<file path="config.mk">
export PLATFORM = sky130hd
export DESIGN_NAME = instruction_prefetch
export DESIGN_NICKNAME = d
export VERILOG_FILES = /design/src/rtl/instruction_prefetch.sv
export SDC_FILE = /design/constraint.sdc
export NUM_CORES = 1
export LEC_CHECK = 0
export CORE_AREA = 4 4 193 195
export DETAILED_ROUTE_END_ITERATION = 10
export DIE_AREA = 0 0 197 199
export PLACE_DENSITY_LB_ADDON = 0.05
export SYNTH_ARGS = -nofsm -noshare
export SYNTH_HDL_FRONTEND = slang
export SYNTH_SLANG_ARGS = --single-unit
export TNS_END_PERCENT = 10
</file>
<file path="constraint.sdc">
create_clock -name f_clk -period 6.1 [get_ports f_clk]
set_input_delay 1.525 -clock f_clk [delete_from_list [all_inputs] [get_ports f_clk]]
set_output_delay 1.525 -clock f_clk [all_outputs]
set_load 0.02 [all_outputs]
</file>
<file path="src/rtl/instruction_prefetch.sv">
// In-order instruction fetch unit with a credit-limited prefetch queue.
// Redirects and flushes discard both queued and in-flight responses.
module instruction_prefetch #(
   parameter int                IWIDTH       = 32,
   parameter int                AWIDTH_INSTR = 32,
   parameter int                PC_WIDTH     = 32,
   parameter logic [PC_WIDTH-1:0] RESET_PC   = '0,
   parameter int                QDEPTH       = 4
) (
   input  logic                    f_clk,
   input  logic                    f_rst,
   output logic                    f_o_syn,
   output logic [PC_WIDTH-1:0]     f_o_req_addr,
   input  logic                    f_i_req_rdy,
   input  logic                    f_i_ack,
   input  logic [IWIDTH-1:0]       f_i_instr,
   output logic [PC_WIDTH-1:0]     f_pc,
   input  logic                    f_change_pc,
   input  logic [PC_WIDTH-1:0]     f_alu_pc_value,
   input  logic                    f_i_flush,
   output logic                    f_o_flush,
   output logic                    f_o_ce,
   output logic [IWIDTH-1:0]       f_o_instr,
   output logic [AWIDTH_INSTR-1:0] f_o_addr_instr,
   input  logic                    f_i_stall,
   output logic                    f_o_stall
);

   localparam int AW = $clog2(QDEPTH);
   localparam int CW = AW + 1;

   logic                    run;
   logic [PC_WIDTH-1:0]     pc_q;
   logic [PC_WIDTH-1:0]     resp_pc;
   logic [CW-1:0]           rd_ptr;
   logic [CW-1:0]           wr_ptr;
   logic [CW-1:0]           count;
   logic [CW-1:0]           inflight;
   logic [CW-1:0]           drop;
   logic                    flush_q;
   logic [IWIDTH-1:0]       q_data [QDEPTH];
   logic [AWIDTH_INSTR-1:0] q_addr [QDEPTH];

   logic [CW:0]             credit;
   logic                    kill;
   logic                    accept;
   logic                    push;
   logic                    pop;
   logic [PC_WIDTH-1:0]     target;

   // Each issued request reserves a queue slot, so pushes never overflow.
   assign credit  = {1'b0, count} + {1'b0, inflight};
   assign kill    = f_change_pc || f_i_flush;
   assign f_o_syn = run && !kill && (credit < (CW+1)'(QDEPTH));
   assign accept  = f_o_syn && f_i_req_rdy;
   assign push    = f_i_ack && (drop == '0) && !kill;
   assign pop     = (count != '0) && !f_i_stall && !kill;
   assign target  = f_alu_pc_value & ~PC_WIDTH'(3);

   assign f_o_req_addr   = pc_q;
   assign f_pc           = pc_q;
   assign f_o_flush      = flush_q;
   assign f_o_ce         = (count != '0);
   assign f_o_stall      = (count == '0) && run;
   assign f_o_instr      = q_data[rd_ptr[AW-1:0]];
   assign f_o_addr_instr = q_addr[rd_ptr[AW-1:0]];

   always_ff @(posedge f_clk) begin
      if (f_rst) begin
         run      <= 1'b1;
         pc_q     <= RESET_PC;
         resp_pc  <= RESET_PC;
         rd_ptr   <= '0;
         wr_ptr   <= '0;
         count    <= '0;
         inflight <= '0;
         drop     <= '0;
         flush_q  <= 1'b0;
         for (int i = 0; i < QDEPTH; i++) begin
            q_data[i] <= '0;
            q_addr[i] <= '0;
         end
      end else begin
         flush_q <= kill;
         if (kill) begin
            rd_ptr   <= '0;
            wr_ptr   <= '0;
            count    <= '0;
            // Everything still outstanding after this cycle's ack is stale.
            inflight <= inflight - CW'(f_i_ack);
            drop     <= inflight - CW'(f_i_ack);
            if (f_change_pc) begin
               pc_q    <= target;
               resp_pc <= target;
               run     <= 1'b1;
            end else begin
               run <= 1'b0;
            end
         end else begin
            if (accept)
               pc_q <= pc_q + PC_WIDTH'(4);
            inflight <= inflight + CW'(accept) - CW'(f_i_ack);
            if (f_i_ack && (drop != '0))
               drop <= drop - CW'(1);
            if (push) begin
               q_data[wr_ptr[AW-1:0]] <= f_i_instr;
               q_addr[wr_ptr[AW-1:0]] <= resp_pc[AWIDTH_INSTR-1:0];
               wr_ptr  <= wr_ptr + CW'(1);
               resp_pc <= resp_pc + PC_WIDTH'(4);
            end
            if (pop)
               rd_ptr <= rd_ptr + CW'(1);
            count <= count + CW'(push) - CW'(pop);
         end
      end
   end

endmodule
</file>
-- Word-level counts from Yosys, hierarchy flattened
Memory sizes are Yosys's and may differ from the RTL's. A register that Yosys moved wholly into a read port is not among the register bits.
Index checks and enable logic that the tools add are counted.
- $lt $le $gt $ge: 1
- reductions and logical operators: 24
- multiplexer cells: 25
- add/sub/neg operators: 11
- equality and inequality tests: 1
- operator list (kind ; number):
    $mux 32 ; 7
    $add 32x3->32 const B ; 2
    $reduce_or 32->1 ; 2
    $mux 2 ; 6
    $logic_and 1x1->1 ; 9
    $mux 1 ; 9
    $mux 3 ; 3
    $sub 3x1->3 ; 3
    $add 3x1->3 ; 2
    $add 3x1->3 const B ; 2
    $logic_not 3->1 ; 2
    $reduce_bool 2->1 ; 3
    $reduce_bool 3->1 ; 2
    $add 3x3->4 ; 1
    $lt 4x3->1 const B ; 1
    $reduce_and 2->1 ; 2
    $sub 3x1->3 const B ; 1
    $logic_not 1->1 ; 2
    $ne 2x2->1 const B ; 1
    $reduce_or 2->1 ; 1
    $logic_or 1x1->1 ; 1
- input port bits: 71
- memories: 2
- bits in registers: 81
- RAM bits: 256
- word-level logic and storage cells: 73
- memories (name ; words ; bits a word ; read ports ; clocked after memory_dff ; write ports ; line ; source):
    q_addr ; 4 ; 32 ; 1 ; 1 ; 4 ; 42 ; logic [AWIDTH_INSTR-1:0] q_addr [QDEPTH];
    q_data ; 4 ; 32 ; 1 ; 1 ; 4 ; 41 ; logic [IWIDTH-1:0] q_data [QDEPTH];

-- Logic depth before layout (Yosys ltp)
Gate-level depths: netlist of the first run.
- depth in word-level cells: 9
- gate-level depth with buffers: 12

-- Worst setup path after synthesis of the first run
Ideal clock, no wire load.
- kind: input -> register
- from: input f_change_pc
- to: memory q_addr[1][10] (enable)
- setup slack: 0.461 ns
- cell stages on the path: 5
- setup time: 0.497 ns
- path buffers: 1
- arrival time: 5.142 ns
- cells stage by stage: or2_1 buf_2 nor2_4 nand2_1 o21bai_1
- RTL lines (item ; line ; source):
    start, declared ; 18 ; input logic f_change_pc,
    end, declared ; 42 ;

-- Worst setup path after layout of the first run
- from: input f_i_flush
- to: output f_o_syn
- cells in the longest elaborated chain, start to end: 4
- ends and longest elaborated chain (item ; line ; source):
    start, declared ; 20 ; input logic f_i_flush,
    $logic_or 1x1->1 ; 53 ; assign kill = f_change_pc || f_i_flush;
    $logic_not 1->1 ; 54 ; assign f_o_syn = run && !kill && (credit < (CW+1)'(QDEPTH));
    $logic_and 1x1->1 (2 in series) ; 54 ;
    end, declared ; 12 ; output logic f_o_syn,
No other way between the ends.

==> results of run 1 <==
## cell families after synthesis
kind of cell / Yosys count
and+or+nand+nor: 497
DFF: 329
AOI/OAI and AO/OA: 174
buffers and inverters: 157
muxes: 71
adders and majority gates: 14
xor gates and xnor gates: 14
other: 1
## layout make-up
| type | instances | area share |
|---|---|---|
| timing repair buffer | 217 | 0.112 |
| sequential | 329 | 0.478 |
| multi-input combinational | 778 | 0.312 |
| inverter | 24 | 0.00472 |
| tap | 461 | 0.0302 |
| clock buffer | 48 | 0.0523 |
| clock inverter | 17 | 0.0101 |
## worst max path at each step
stage | startpoint | endpoint | depth (start not counted)
4_1_cts | f_i_flush | f_o_syn | 4
5_1_grt | flip-flop | f_o_instr[13] | 3
3_3_place_gp | f_i_flush | inflight[2]$_SDFF_PP0_ | 13
6_report | f_i_flush | f_o_syn | 4
2_1_floorplan | f_change_pc | q_addr[1][10]$_SDFFCE_PN0P_ | 5
3_5_place_dp | f_i_flush | inflight[2]$_SDFF_PP0_ | 13
## power by group through the flow
| stage | registers (W) | clock network (W) | logic [W] |
|---|---|---|---|
| after CTS | 0.00260 | 0.00226 | 0.000537 |
| after global routing | 0.00261 | 0.00235 | 0.000575 |
| after detailed placement | 0.00264 | 0 | 0.000534 |
| final | 0.00260 | 0.00220 | 0.000529 |
| after global placement | 0.00264 | 0 | 0.000532 |
| after floorplan | 0.00263 | 0 | 0.000307 |
## layer usage
| metal | vias up | share of wire | global-route usage |
|---|---|---|---|
| li1 | 4932 | - | - |
| met1 | 5223 | 0.45 | 0.274 |
| met2 | 281 | 0.48 | 0.341 |
| met3 | 46 | 0.046 | 0.0296 |
| met4 | 0 | 0.016 | 0.0462 |
| met5 | - | 0 | 0 |
## metrics by stage
step	total power (W)	hold WS, ns	cells
floorplan	0.00294	0.456	1264
global placement	0.00317	0.503	1809
detailed placement	0.00318	0.515	1809
CTS	0.00540	0.531	1874
global route	0.00554	0.555	1874
finish	0.00533	0.528	1874
## tightest hold or removal path: stages, from the launching register on
cell	delay, ns
dfxtp_1	0.32
xor2_1	0.06
nor2_1	0.10
## layout by cell type, fill, tap and decap left out, types with 10 or more instances in the layout
cell             Yosys  final
ha_1                12     12
nand2_1             49     49
inv_1               23     23
edfxtp_1           252    252
a31oi_1             12     12
nor4_1              19     19
clkdlybuf4s50_1      0    195
clkbuf_16            0     38
and3_1              68     67
nor2_1              64     63
o31ai_1             10     10
nor3_1              18     18
mux4_2              63     63
a21oi_1             38     38
and2_1             185    185
o21ai_0             30     30
dfxtp_1             77     75
nand3_1             24     24
buf_4               35     19
a22oi_1             16     16
nand4_1             13     13
## flip-flops by register name (all words and copies together) (netlist names), named ones only
register / flops
q_data: 128
q_addr: 124
f_o_req_addr: 30
resp_pc: 30
count: 3
drop: 3
inflight: 3
rd_ptr: 2
wr_ptr: 2
f_o_flush: 1
run: 1
==> results.yml, run 1 <==
yosys:
  postSynthCellCount: 1257
  synth-edff-count: 252
  ys.warnings.count: 0
  synth-simple-area-share: 0.184
  ys_types: 79
  ys_ff_latch: 329
  synth_compound_area_frac: 0.0741
  ys_seq_area_frac: 0.579
  synth_top_area_cell: "edfxtp_1"
  synth_top_family_by_area: "simple AND/OR/NAND/NOR gates"
  synth_top_area_share: 0.481
  async_flop_share: 0
  synth.avg_cell_area_um2: 12.5
  netlist_top_cells_area: "edfxtp_1 (48%), dfxtp_1 (9.8%), mux4_2 (9.0%)"
  synth_xor_area_frac: 0.00779
  synth_most_common_cell: "edfxtp_1"
  ys_top_cells_by_count: "edfxtp_1 (252), and2_1 (185), dfxtp_1 (77), and3_1 (68), clkbuf_1 (66)"
  synth_flop_cell: "edfxtp_1"
  synth_fa_ha_area_frac: 0.0121
  synth_area_um2: 15700
  muxShareOfSynthArea: 0.0954
detailed_routing:
  drt_iter0_drc: 594
  first_pass_iters: 5
  drt-total-wl_um: 39300
  vias_per_cell: 5.59
  vias: 10482
  wl_per_cell_um: 21.0
  drc: 0
  final_antenna_net_count: 0
global_route:
  grt_pass1_vias: 10935
  grt_pass1_wl_um: 62200
  grt.total_usage: 0.200
  overflow: 0
  grt_max_degree: 70
  antenna_found_initial: 0
finish:
  syn2layout_area_growth_pct: 21.2
  n_antenna_cell: 0
  finalNetCount: 1472
  fin_util: 0.539
  final_area_um2: 19100
  multi_input_area_um2: 5960
  drive_above_1_share: 0.119
  fill_cells: 3095
  seqCellArea_um2: 9120
clock_network:
  ctsResizeCount: 0
  clk_latency_ns: 0.52
  numClockSinks: 329
  cts_root_buf: "clkbuf_16"
  clk_pin_slew_ns: 0.06
  cts-htree-levels: 2
  cts-buffers-inserted: 37
  cts_setup_buffers: 0
  cts_tree: "done"
  cts_buffer_depth: 3
  postCtsHoldBufs: 0
timing:
  setup_tns_ns: 0
  fmax_ghz: 0.215
  skew_ns: 0.0126
  period_share: 0.764
  hold_viol: 0
  worst_pin_slew_ns: 1.05
  post-route-min-period_ns: 4.66
  slew_headroom: 0.297
  finalMaxSlewViolations: 0
  worst_slack_ns: 1.44
  setup_viol: 0
  rsz0062_at_grt: "false"
floorplan:
  start_util: 0.445
  die_area_um2: 39200
  core_um2: 35400
  dieWidth_um: 197
  io_pins: 203
  dieHeight_um: 199
  rows: 69
setup_path:
  cp_top_family: "buffers and inverters"
  cp.arrival_ns: 3.14
  crit_buf_inv: 2
  regToRegSetupSlack_ns: 3.14
  reg2reg_depth: 12
  worstPathRequired_ns: 4.58
  cpMaxStageDelayCell: "clkdlybuf4s50_1"
  slowest_delay_ns: 0.63
  path_max_fanout: 7
  path_class: "in2out"
  r2r_end: "inflight[2]$_SDFF_PP0_"
  cpMostUsedCell: "clkdlybuf4s50_1"
  r2r-start: "inflight[2]$_SDFF_PP0_"
  cp-end-kind: "output pin"
  worstSetupStartpointType: "input port"
  worstPathCellList: "clkdlybuf4s50_1 > nor2_4 > and3_1 > clkdlybuf4s50_1"
power_and_ir_drop:
  p_int_w: 0.00408
  combPwrFrac: 0.099
  vdd_drop_max_uv: 168
  p_leak_nw: 6.91
  clkPwrFrac: 0.413
  sw_frac_of_total: 0.235
  p_per_area_nw_per_um2: 279
  seqPwrFrac: 0.487
  p_switching_w: 0.00125
placed_design:
  dpl_cell_area_um2: 17900
  dp_hpwl_um: 23500
  dp_slack_ns: 1.32
  gp_congestion: 0.835
  io_buffers: 196
min_path:
  hold_class: "reg2reg"
  min_from: "rd_ptr[1]$_SDFFE_PP0P_"
  hold_path_depth: 2
status:
  status: "completed"
run:
  cap_violations: 0
Note: power is estimated with default switching activity, not from simulation.
==> run 2: changes to the inputs <==
- clock period: 6.1 -> 4.1 ns (I/O delays scaled with it)
==> run 2 against run 1 <==
Sequential power up 48%. Hold slack got worse by 0.0050 ns. Power is 48% higher. Utilization grew 0.82 points. Via count rose by 0.97%. Critical path depth fell by 1. Routed wire length up 0.61%. Critical endpoint is now f_o_addr_instr[31]. Largest cell class unchanged.
==> results.yml, run 2 (same netlist as run 1, synthesis figures left out) <==
clock_network:
  cts_root_buf: "clkbuf_16"
  clk_latency_ns: 0.51
  numClockSinks: 329
  ctsResizeCount: 0
  clk_pin_slew_ns: 0.06
  cts_tree: "done"
  cts_setup_buffers: 0
  cts-buffers-inserted: 37
  postCtsHoldBufs: 0
  cts-htree-levels: 2
  cts_buffer_depth: 3
detailed_routing:
  final_antenna_net_count: 0
  drc: 0
  first_pass_iters: 5
  vias_per_cell: 5.58
  drt-total-wl_um: 39600
  vias: 10584
  drt_iter0_drc: 720
  wl_per_cell_um: 20.9
power_and_ir_drop:
  p_per_area_nw_per_um2: 406
  vdd_drop_max_uv: 229
  p_leak_nw: 7.05
floorplan:
  io_pins: 203
  die_area_um2: 39200
  dieHeight_um: 199
  core_um2: 35400
  dieWidth_um: 197
  start_util: 0.445
  rows: 69
min_path:
  min_from: "resp_pc[30]$_SDFFE_PP0P_"
  min_to: "resp_pc[30]$_SDFFE_PP0P_"
  hold_path_depth: 2
  hold_class: "reg2reg"
setup_path:
  cp.arrival_ns: 2.52
  reg2reg_depth: 11
  cp-end-kind: "output pin"
  regToRegSetupSlack_ns: 1.21
  r2r-start: "inflight[2]$_SDFF_PP0_"
  path_max_fanout: 18
  worstSetupStartpointType: "flip-flop"
  path_class: "reg2out"
  worstPathRequired_ns: 3.07
  r2r_end: "inflight[2]$_SDFF_PP0_"
finish:
  reg_top3: "q_data: 128 flops, q_addr: 124 flops"
  syn2layout_area_growth_pct: 23.0
  largest_reg_flops: 128
  layout_common_cells: "edfxtp_1 (252), clkdlybuf4s50_1 (195), and2_1 (185)"
  fill_cells: 3097
  finalNetCount: 1493
  fin_util: 0.547
  regMostFlops: "q_data"
  n_antenna_cell: 0
  drive_above_1_share: 0.132
  final_common_cell: "edfxtp_1"
global_route:
  grt_pass1_wl_um: 62400
  grt_max_degree: 90
  grt_pass1_vias: 10942
  antenna_found_initial: 0
  overflow: 0
  grt.total_usage: 0.201
timing:
  skew_ns: 0.0138
  rsz0062_at_grt: "false"
  hold_viol: 0
  fmax_ghz: 0.282
  finalMaxSlewViolations: 0
  setup_viol: 0
  slew_headroom: 0.420
  setup_tns_ns: 0
  worst_pin_slew_ns: 0.867
  period_share: 0.865
  post-route-min-period_ns: 3.55
run:
  cap_violations: 0
status:
  status: "completed"
placed_design:
  io_buffers: 196
  dp_hpwl_um: 25100
  gp_congestion: 0.834
-- run 2: cell types whose count changed in the layout (fill, tap and decap cells not counted), sizes merged --
cell / before / now
buf: 22 / 43
bufinv: 4 / 2
clkbuf: 48 / 51
clkinv: 13 / 12
inv: 24 / 25
-- run 2: cell type report --
class                   instances  area [um2]  area share
well taps                     461         577      0.0298
inverters                      24        90.1     0.00465
repair buffers                238        2460       0.127
clock inverters                15         119     0.00614
flip-flops and latches        329        9120       0.471
clock buffers                  51        1040      0.0538
multi-input cells             778        5960       0.308
-- run 2: power by group --
group	internal, W	switching (W)	total, W	leakage, nW
registers	0.00374	0.000123	0.00386	3.24
clock network	0.00190	0.00130	0.00320	0.568
logic	0.000375	0.000436	0.000811	3.24
-- run 2: worst max-delay path, stage by stage, from the launching register on --
cell	delay [ns]
dfxtp_4	0.61
buf_12	0.26
mux4_2	0.52
clkdlybuf4s50_1	0.60
-- run 2: metal layers --
metal | vias up | part of all wire | global-route usage
met2 | 295 | 0.49 | 0.339
met5 | - | 0 | 0
li1 | 4978 | - | -
met3 | 38 | 0.047 | 0.0295
met4 | 0 | 0.012 | 0.0370
met1 | 5273 | 0.45 | 0.282
-- run 2: worst max path at each step --
stage               slack [ns]   startpoint  cells after the start                           to
finish                    0.55    flip-flop                      3           f_o_addr_instr[31]
global route              0.42    flip-flop                      3            f_o_addr_instr[1]
CTS                       0.47    flip-flop                      3           f_o_addr_instr[22]
detailed placement        0.54  f_change_pc                     10          count[2]$_SDFF_PP0_
global placement          0.58  f_change_pc                     10          count[2]$_SDFF_PP0_
floorplan                 0.30  f_change_pc                      5  q_addr[1][10]$_SDFFCE_PN0P_
-- run 2: per-stage QoR --
step	worst slack [ns]	hold slack [ns]	cell area, um2	cells	power (W)
after global routing	0.420	0.557	19400	1896	0.00817
final	0.553	0.523	19400	1896	0.00787
after detailed placement	0.536	0.502	18200	1830	0.00475
after floorplan	0.298	0.456	15800	1264	0.00437
after CTS	0.471	0.521	19400	1896	0.00796
after global placement	0.581	0.505	18200	1830	0.00474
==> run 3: changes to the inputs <==
- SETUP_SLACK_MARGIN: unset -> 0.3
==> run 3 against run 2 <==
Combinational power shrank 1%. Global-route usage decreased by 0.19 points. Register-to-register slack better by 0.10 ns. Die area stayed put. Clock-buffer cell count shrank 6. Highest routed layer unchanged. Power is 2.8% lower. Sequential share of layout area increased by 0.50 points. Critical path type is now in2out. Critical endpoint is now f_o_syn. Sequential cell count stayed put.
==> results.yml, run 3 (same netlist as run 1, synthesis figures left out) <==
detailed_routing:
  first_pass_iters: 5
  vias: 10527
  wl_per_cell_um: 20.8
  drc: 0
  drt_iter0_drc: 520
  drt-total-wl_um: 39200
  final_antenna_net_count: 0
  vias_per_cell: 5.59
finish:
  fill_cells: 3060
  syn2layout_area_growth_pct: 21.7
  final_common_cell: "edfxtp_1"
  drive_above_1_share: 0.126
  layout_common_cells: "edfxtp_1 (252), clkdlybuf4s50_1 (195), and2_1 (185)"
  regMostFlops: "q_data"
  finalNetCount: 1482
  largest_reg_flops: 128
  reg_top3: "q_data: 128 flops, q_addr: 124 flops"
  n_antenna_cell: 0
  final_area_um2: 19200
placed_design:
  dp_hpwl_um: 23900
  io_buffers: 196
  dp_slack_ns: 0.511
  gp_congestion: 0.808
  dpl_cell_area_um2: 18100
min_path:
  hold_class: "reg2reg"
  min_from: "resp_pc[30]$_SDFFE_PP0P_"
global_route:
  antenna_found_initial: 0
  grt_pass1_vias: 10915
  grt_pass1_wl_um: 62000
  grt_max_degree: 85
  overflow: 0
  grt.total_usage: 0.199
clock_network:
  cts_setup_buffers: 0
  cts-htree-levels: 2
  numClockSinks: 329
  clk_pin_slew_ns: 0.06
  ctsResizeCount: 0
  postCtsHoldBufs: 0
  cts_tree: "done"
  cts-buffers-inserted: 37
  cts_buffer_depth: 3
  clk_latency_ns: 0.51
  cts_root_buf: "clkbuf_16"
timing:
  setup_viol: 0
  post-route-min-period_ns: 3.55
  finalMaxSlewViolations: 0
  worst_slack_ns: 0.549
  slew_headroom: 0.406
  period_share: 0.866
  skew_ns: 0.00797
  setup_tns_ns: 0
  worst_pin_slew_ns: 0.888
  hold_viol: 0
  rsz0062_at_grt: "false"
  fmax_ghz: 0.282
floorplan:
  rows: 69
  start_util: 0.445
  dieHeight_um: 199
  io_pins: 203
  die_area_um2: 39200
  dieWidth_um: 197
  core_um2: 35400
setup_path:
  crit_buf_inv: 2
  path_max_fanout: 4
  cp_top_family: "buffers and inverters"
  slowest_delay_ns: 0.63
  cp.arrival_ns: 2.53
  worstPathRequired_ns: 3.07
  cpMostUsedCell: "clkdlybuf4s50_1"
  path_class: "in2out"
  setup.worst_path.start: "f_change_pc"
  r2r-start: "count[2]$_SDFF_PP0_"
  worstPathCellList: "clkdlybuf4s50_1 > nor2_4 > and3_1 > clkdlybuf4s50_1"
  cpMaxStageDelayCell: "clkdlybuf4s50_1"
  cp-end-kind: "output pin"
  worstSetupStartpointType: "input port"
power_and_ir_drop:
  vdd_drop_max_uv: 303
  seqPwrFrac: 0.505
  p_per_area_nw_per_um2: 399
  sw_frac_of_total: 0.242
  p_leak_nw: 6.95
  p_int_w: 0.00580
  clkPwrFrac: 0.390
  combPwrFrac: 0.105
  p_switching_w: 0.00185
  total_power_w: 0.00765
status:
  status: "completed"
run:
  cap_violations: 0
[run 3: tightest hold or removal path, cell delays in order, from the launching register on]
cell and delay [ns]:
dfxtp_1 0.34, o211ai_2 0.06, o211ai_1 0.07
[run 3: final timing paths]
kind                                                 end  slack, ns  cells past startpoint
worst max-delay path                             f_o_syn       0.55                      4
worst min-delay path            resp_pc[30]$_SDFFE_PP0P_       0.53                      2
worst max register to register    inflight[2]$_SDFF_PP0_       1.31                     11
worst min register to register  resp_pc[30]$_SDFFE_PP0P_       0.53                      2
[run 3: stage by stage]
step           instances  hold WS, ns   util
3_5_place_dp        1819        0.514  0.511
2_1_floorplan       1264        0.456      -
3_3_place_gp        1819        0.508  0.511
5_1_grt             1883        0.552  0.541
6_report            1883        0.526  0.541
4_1_cts             1883        0.527  0.541
[run 3: routing by layer]
layer	up-vias	share of wire	track usage
li1	4967	-	-
met1	5215	0.46	0.282
met2	303	0.48	0.327
met3	42	0.048	0.0308
met4	0	0.018	0.0462
met5	-	0	0
[run 3: area by class of cell]
class                   instances  area, um2  share of cell area
repair buffers                227       2340               0.122
well taps                     461        577              0.0301
multi-input cells             778       5960               0.311
flip-flops and latches        329       9120               0.476
clock inverters                19       98.8             0.00516
clock buffers                  45        977              0.0510
inverters                      24       90.1             0.00470
[run 3: power groups by stage]
stage               registers, W  logic, W  clock network (W)
floorplan                0.00391  0.000458                  0
global placement         0.00393  0.000803                  0
detailed placement       0.00393  0.000808                  0
CTS                      0.00386  0.000811            0.00306
global route             0.00389  0.000870            0.00319
finish                   0.00386  0.000800            0.00299
